<file path="config.mk">
export PLATFORM = sky130hd
export DESIGN_NAME = mul_arbiter
export DESIGN_NICKNAME = d
export VERILOG_FILES = /design/src/rtl/mul_arb_pkg.sv /design/src/rtl/mul_arb_rr.sv /design/src/rtl/mul_arbiter.sv
export SDC_FILE = /design/constraint.sdc
export NUM_CORES = 1
export LEC_CHECK = 0
export CAP_MARGIN = 0
export CORE_ASPECT_RATIO = 1.2
export CORE_MARGIN = 4
export CORE_UTILIZATION = 39
export CTS_BUF_LIST = sky130_fd_sc_hd__clkbuf_8
export DETAILED_ROUTE_END_ITERATION = 8
export GPL_TIMING_DRIVEN = 0
export PLACE_DENSITY = 0.81
export RECOVER_POWER = 25
export SLEW_MARGIN = 20
export SYNTH_ARGS = -nofsm -noshare
export SYNTH_HDL_FRONTEND = slang
export SYNTH_SLANG_ARGS = --single-unit
</file>
<file path="constraint.sdc">
create_clock -name clk -period 1.9 [get_ports clk]
set_clock_uncertainty 0.1 [all_clocks]
set_input_delay 0.57 -clock clk [delete_from_list [all_inputs] [get_ports clk]]
set_output_delay 0.57 -clock clk [all_outputs]
set_load 0.05 [all_outputs]
</file>
<file path="src/rtl/mul_arb_pkg.sv">
// Shared types for the Booth-multiplier arbiter: FSM state encoding and requester count.
package mul_arb_pkg;
    localparam int N_REQ = 2;

    typedef enum logic [1:0] {
        IDLE  = 2'b00,
        START = 2'b01,
        WAIT  = 2'b10,
        RESP  = 2'b11
    } arb_state_t;
endpackage

</file>
<file path="src/rtl/mul_arb_rr.sv">
// Two-way round-robin picker: on a tie the requester that was not served last wins.
module mul_arb_rr
    import mul_arb_pkg::*;
(
    input  logic [N_REQ-1:0] req,
    input  logic             last,
    output logic [N_REQ-1:0] win
);
    always_comb begin
        win = '0;
        case (req)
            2'b01:   win = 2'b01;
            2'b10:   win = 2'b10;
            2'b11:   win = last ? 2'b01 : 2'b10;
            default: win = '0;
        endcase
    end
endmodule

</file>
<file path="src/rtl/mul_arbiter.sv">
// Shares one Booth multiplier core between two requesters (req/gnt in, done/ack out).
// Optional WAIT-state watchdog enabled with `define MUL_ARB_WDOG_EN.
module mul_arbiter
    import mul_arb_pkg::*;
#(
    parameter int WIDTH = 4,
    parameter int TMO   = 12
) (
    input  logic                   clk,
    input  logic                   reset,
    input  logic [N_REQ-1:0]       req,
    input  logic [2*WIDTH-1:0]     a_in,
    input  logic [2*WIDTH-1:0]     b_in,
    output logic [N_REQ-1:0]       gnt,
    output logic [N_REQ-1:0]       done,
    input  logic [N_REQ-1:0]       ack,
    output logic [2*WIDTH-1:0]     res,
    output logic                   err,
    output logic                   mul_start,
    output logic [WIDTH-1:0]       mul_a,
    output logic [WIDTH-1:0]       mul_b,
    input  logic                   mul_fin,
    input  logic [2*WIDTH-1:0]     mul_p
);
    arb_state_t       state_q, state_d;
    logic             owner;
    logic             last;
    logic [N_REQ-1:0] win;
    logic             wd_exp;

    mul_arb_rr u_rr (
        .req  (req),
        .last (last),
        .win  (win)
    );

`ifdef MUL_ARB_WDOG_EN
    localparam int CW = $clog2(TMO + 1);
    logic [CW-1:0] wd_cnt;
    logic          err_q;

    assign wd_exp = (wd_cnt == CW'(TMO - 1));
    assign err    = err_q;

    // Expiry only matters when the core is silent; a finish in the same cycle wins.
    always_ff @(posedge clk) begin
        if (reset) begin
            wd_cnt <= '0;
            err_q  <= 1'b0;
        end else begin
            case (state_q)
                START: wd_cnt <= '0;
                WAIT: begin
                    if (mul_fin)     err_q  <= 1'b0;
                    else if (wd_exp) err_q  <= 1'b1;
                    else             wd_cnt <= wd_cnt + 1'b1;
                end
                default: ;
            endcase
        end
    end
`else
    assign wd_exp = 1'b0;
    assign err    = 1'b0;
`endif

    always_ff @(posedge clk) begin
        if (reset) state_q <= IDLE;
        else       state_q <= state_d;
    end

    always_comb begin
        state_d = state_q;
        case (state_q)
            IDLE:  if (|req) state_d = START;
            START: state_d = WAIT;
            WAIT:  if (mul_fin || wd_exp) state_d = RESP;
            RESP:  if (ack[owner]) state_d = IDLE;
            default: state_d = IDLE;
        endcase
    end

    always_comb begin
        gnt       = '0;
        done      = '0;
        mul_start = 1'b0;
        case (state_q)
            START: begin
                gnt[owner] = 1'b1;
                mul_start  = 1'b1;
            end
            RESP:    done[owner] = 1'b1;
            default: ;
        endcase
    end

    // Operand/owner capture, result capture and round-robin pointer update.
    always_ff @(posedge clk) begin
        if (reset) begin
            owner <= 1'b0;
            last  <= 1'b1;
            mul_a <= '0;
            mul_b <= '0;
            res   <= '0;
        end else begin
            case (state_q)
                IDLE: if (|req) begin
                    owner <= win[1];
                    mul_a <= win[1] ? a_in[WIDTH +: WIDTH] : a_in[0 +: WIDTH];
                    mul_b <= win[1] ? b_in[WIDTH +: WIDTH] : b_in[0 +: WIDTH];
                end
                WAIT: begin
                    if (mul_fin)     res <= mul_p;
                    else if (wd_exp) res <= '0;
                end
                RESP: if (ack[owner]) last <= owner;
                default: ;
            endcase
        end
    end
endmodule

</file>
* After elaboration in Yosys (flattened, before gate mapping) *
Index checks and enable logic that the tools add are counted.

word-level totals
  word-level logic and storage cells = 39
  input bits = 31
  register bits = 20

cells by class
  equality and inequality tests = 9
  $lt $le $gt $ge = 2
  reductions and logical operators = 7
  muxes and demuxes = 15

operator list
  kind                                                         count
  2-to-1 mux 2 bit                                             6
  equality test 2 bit (second input constant)                  4
  2-to-1 mux 4 bit                                             2
  one-hot mux 2 bit (4 select lines)                           1
  != test 2 bit (second input constant)                        3
  one-hot mux 2 bit (3 select lines)                           1
  AND reduction 2 bit                                          3
  equality test 2 x 1 -> 1 bit (second input constant)         2
  2-to-1 mux 1 bit                                             4
  AND reduction 3 bit                                          1
  zero test 2 bit                                              1
  less-than comparator 1 x 2 -> 1 bit (second input constant)  1
  OR reduction 2 bit                                           1
  demux 1 bit (select 1 bit)                                   1
  greater-or-equal comparator 1 bit (second input constant)    1
  logical AND 1 bit                                            1

* Logic depth before layout (Yosys ltp) *
  depth in word-level cells = 5
  mapped depth = 6
  gate-level depth less buffers = 5

* Modules after synthesis *
A second synthesis with hierarchy kept.

unflattened totals
  cell total of the unflattened synthesis = 108
  area, all modules = 949.7 sq um

modules (own cells, without submodules)
  module       sequential area each (sq um)  times used  area each (sq um)  cells an instance
  mul_arbiter  400.4                         1           930.9              105
  mul_arb_rr   0.0                           1           18.8               3

* Worst setup path before layout *
Ideal clock, no wire load.

  path type = register -> output
  start point = reg state_q[1]
  end point = out gnt[1]
  setup slack = -22 ps
  arrival = 1,252 ps
  required time = 1,230 ps
  cell stages (with the launch flop) = 4
  buffers on the path = 0
  cell sequence = dfxtp_1 > inv_1 > ha_1 > and2_2

on the way
  cells in the longest elaborated chain, start to end = 2

ends and longest elaborated chain
  item                          RTL line           text
  start, declared               mul_arbiter.sv:25  arb_state_t state_q, state_d;
  start signal, assigned        mul_arbiter.sv:69  else state_q <= state_d;
  equality test 2 x 1 -> 1 bit  mul_arbiter.sv:87  case (state_q)
  2-to-1 mux 2 bit              mul_arbiter.sv:87
  end, declared                 mul_arbiter.sv:14  output logic [N_REQ-1:0] gnt,

Every way passes these cells.

* Final worst setup path *
  start point = reg state_q[1]
  end point = out gnt[0]

Same word-level chain as after synthesis.

==> flow_summary.json <==
{
  "status": "finished clean",
  "synth_edf_count": 0,
  "leakage_nw": 0.672,
  "netlist_area_um2": 941,
  "drive_gt1_share_pct": 15.6,
  "cts.path.max_buffers": 2,
  "grt_pass1_vias": 949,
  "intPower_mw": 1.01,
  "maxSlewViolCount": 0,
  "switching_share_pct": 44.8,
  "layout.nets": 197,
  "cts-root-buf": "clkbuf_8",
  "period_share_pct": 98.3,
  "synth.top_cell.area_share_pct": 42.6,
  "grt_pass1_wl_um": 3870,
  "hold_class": "reg -> reg",
  "dp_hpwl_um": 1960,
  "antennaDiodeCount": 0,
  "ant_nets": 0,
  "use_met3_pct": 4.77,
  "p_sw_mw": 0.819,
  "synthTopCellsByArea": "dfxtp_1 43%, mux2i_1 11%, a211oi_1 6.4%",
  "period_minus_slack_ns": 1.87,
  "synth_top_cell_by_area": "dfxtp_1",
  "gr-total-overflow": 0,
  "power_density_nw_per_um2": 1200,
  "cts_tree": "built",
  "end_kind": "primary output",
  "cap_viol_max_count": 0,
  "syn-instance-count": 106,
  "yosysWarnings": 0,
  "coreArea_um2": 2310,
  "drt-total-wl_um": 2440,
  "clkPwrFrac_pct": 14.7,
  "io_pins": 53,
  "initial_core_util_pct": 40.8,
  "yosys_most_used_dff": "dfxtp_1",
  "vias": 938,
  "drc": 0,
  "yosysSeqAreaShare_pct": 42.6,
  "crit_type": "reg -> out",
  "drtIter0Drc": 9,
  "busiest_layer": "met2",
  "vdd.ir_drop.worst_mv": 0.830,
  "portBuffers": 50,
  "antenna_found_initial": 0,
  "rsz0062_at_grt": "true",
  "detail_route.first_pass.iterations": 4,
  "path_clk_slew_ns": 0.07,
  "synth_cell_type_count": 24,
  "async_flop_share_pct": 0,
  "yosysMostFrequentCell": "dfxtp_1",
  "die_h_um": 61.8,
  "p_total_mw": 1.83,
  "crit_required_ns": 1.23,
  "row_count": 19,
  "dieArea_um2": 3270,
  "wl_per_cell_um": 12.8,
  "placed_cell_area_um2": 1480,
  "h-tree-depth": 1,
  "cts_made_buffers": 3,
  "cts_sinks": 20,
  "area_delta_synth_final_pct": 62.0,
  "use_met2_pct": 30.0,
  "ys_ff_latch": 20,
  "syn_area_per_cell_um2": 8.88,
  "gp_congestion": 0.703,
  "hold_violations": 0,
  "fmax_ghz": 0.536,
  "grt_usage_pct": 16.0,
  "cp_max_fo": 4,
  "worstSkewPairLatency_ns": 0.25,
  "via_per_inst": 4.91,
  "p_seq_share_pct": 32.9,
  "use_met1_pct": 16.1,
  "start_kind": "flop",
  "holdBufCountCts": 0,
  "setup-violations-final": 0,
  "fin_area_um2": 1520,
  "die_x_um": 52.8,
  "syn-num-nets": 141,
  "power.share.combinational_pct": 52.4,
  "fillerInstances": 205,
  "grt_max_degree": 11,
  "worstPathArrival_ns": 1.20,
  "synth_common_cells": "20 x dfxtp_1, 11 x a21oi_1, 11 x nand2_1"
}
layout by cell type, fill, tap and decap left out, drive strengths merged, types with 6 or more instances in the layout:
master	n
clkdlybuf4s50	29
dfxtp	20
dlygate4sd2	16
nand2	11
a21oi	11
mux2i	10
buf	10
nor2	9
a211oi	8
nand3	8
clkbuf	6
repair_timing:
action | 4_1_cts | 5_1_grt
setup buffers | 0 | 1
resized for setup | 49 | 7
gates cloned | 0 | 0
hold endpoints to repair | 0 | 0
setup endpoints to repair | 21 | 15
pin swaps | 0 | 0
path summary, 6_finish.rpt:
check,startpoint,to,slack (ns),cells past startpoint
max,state_q[1]$_SDFFE_PP0P_,gnt[0],0.03,4
min,res[3]$_SDFFE_PP0P_,res[3]$_SDFFE_PP0P_,0.35,2
max reg2reg,state_q[1]$_SDFFE_PP0P_,res[4]$_SDFFE_PP0P_,0.19,6
min reg2reg,res[3]$_SDFFE_PP0P_,res[3]$_SDFFE_PP0P_,0.35,2
cell type report:
type	count	area (um^2)	share of cell area, %
buffer	7	37.5	2.46
clock buffer	3	41.3	2.71
inverter	4	15.0	0.985
multi-input combinational	75	505	33.2
sequential	20	405	26.6
tap	31	38.8	2.55
timing repair buffer	51	480	31.5
cell families (layout without fill, tap and decap cells):
| group | after synthesis | count (layout) | share of synthesized area [%] |
|---|---|---|---|
| muxes | 10 | 10 | 10.6 |
| other | 1 | 1 | 0.399 |
| AOI/OAI and AO/OA | 25 | 25 | 17.8 |
| buffers and inverters | 11 | 65 | 5.45 |
| and+or+nand+nor | 35 | 35 | 17.8 |
| adders and majority gates | 4 | 4 | 5.32 |
| DFF | 20 | 20 | 42.6 |
through the flow:
step	hold slack, ns	std cells	utilization, %	TNS (ns)	setup slack, ns
6_report	0.355	191	66.1	0	0.0332
5_1_grt	0.379	191	66.1	-0.0117	-0.0117
4_1_cts	0.359	190	64.9	0	0.00261
3_5_place_dp	0.352	187	64.3	-5.11	-0.411
3_3_place_gp	0.344	187	64.3	-4.74	-0.347
2_1_floorplan	0.381	106	-	0	0.140
registers in the layout (all words and copies together) (netlist names):
name     count
last         1
mul_a        4
mul_b        4
owner        1
res          8
state_q      2
worst max-delay path, cell delays in order, from the launching register on:
cell and delay (ns):
dfxtp_4 0.37, inv_2 0.04, ha_2 0.17, and2b_2 0.20, buf_6 0.15
power groups by stage:
stage / Sequential (mW) / Clock [mW] / Combinational (mW)
global placement: 0.593 / 0 / 0.978
global route: 0.617 / 0.292 / 1.04
floorplan: 0.834 / 0 / 0.439
finish: 0.602 / 0.268 / 0.959
CTS: 0.591 / 0.277 / 0.951
detailed placement: 0.597 / 0 / 0.999
metal layers:
layer,part of all wire [%],up-vias
met5,0,-
li1,-,472
met1,39,414
met4,1.4,0
met2,49,48
met3,11,4
Power figures use the tool's default switching activity.
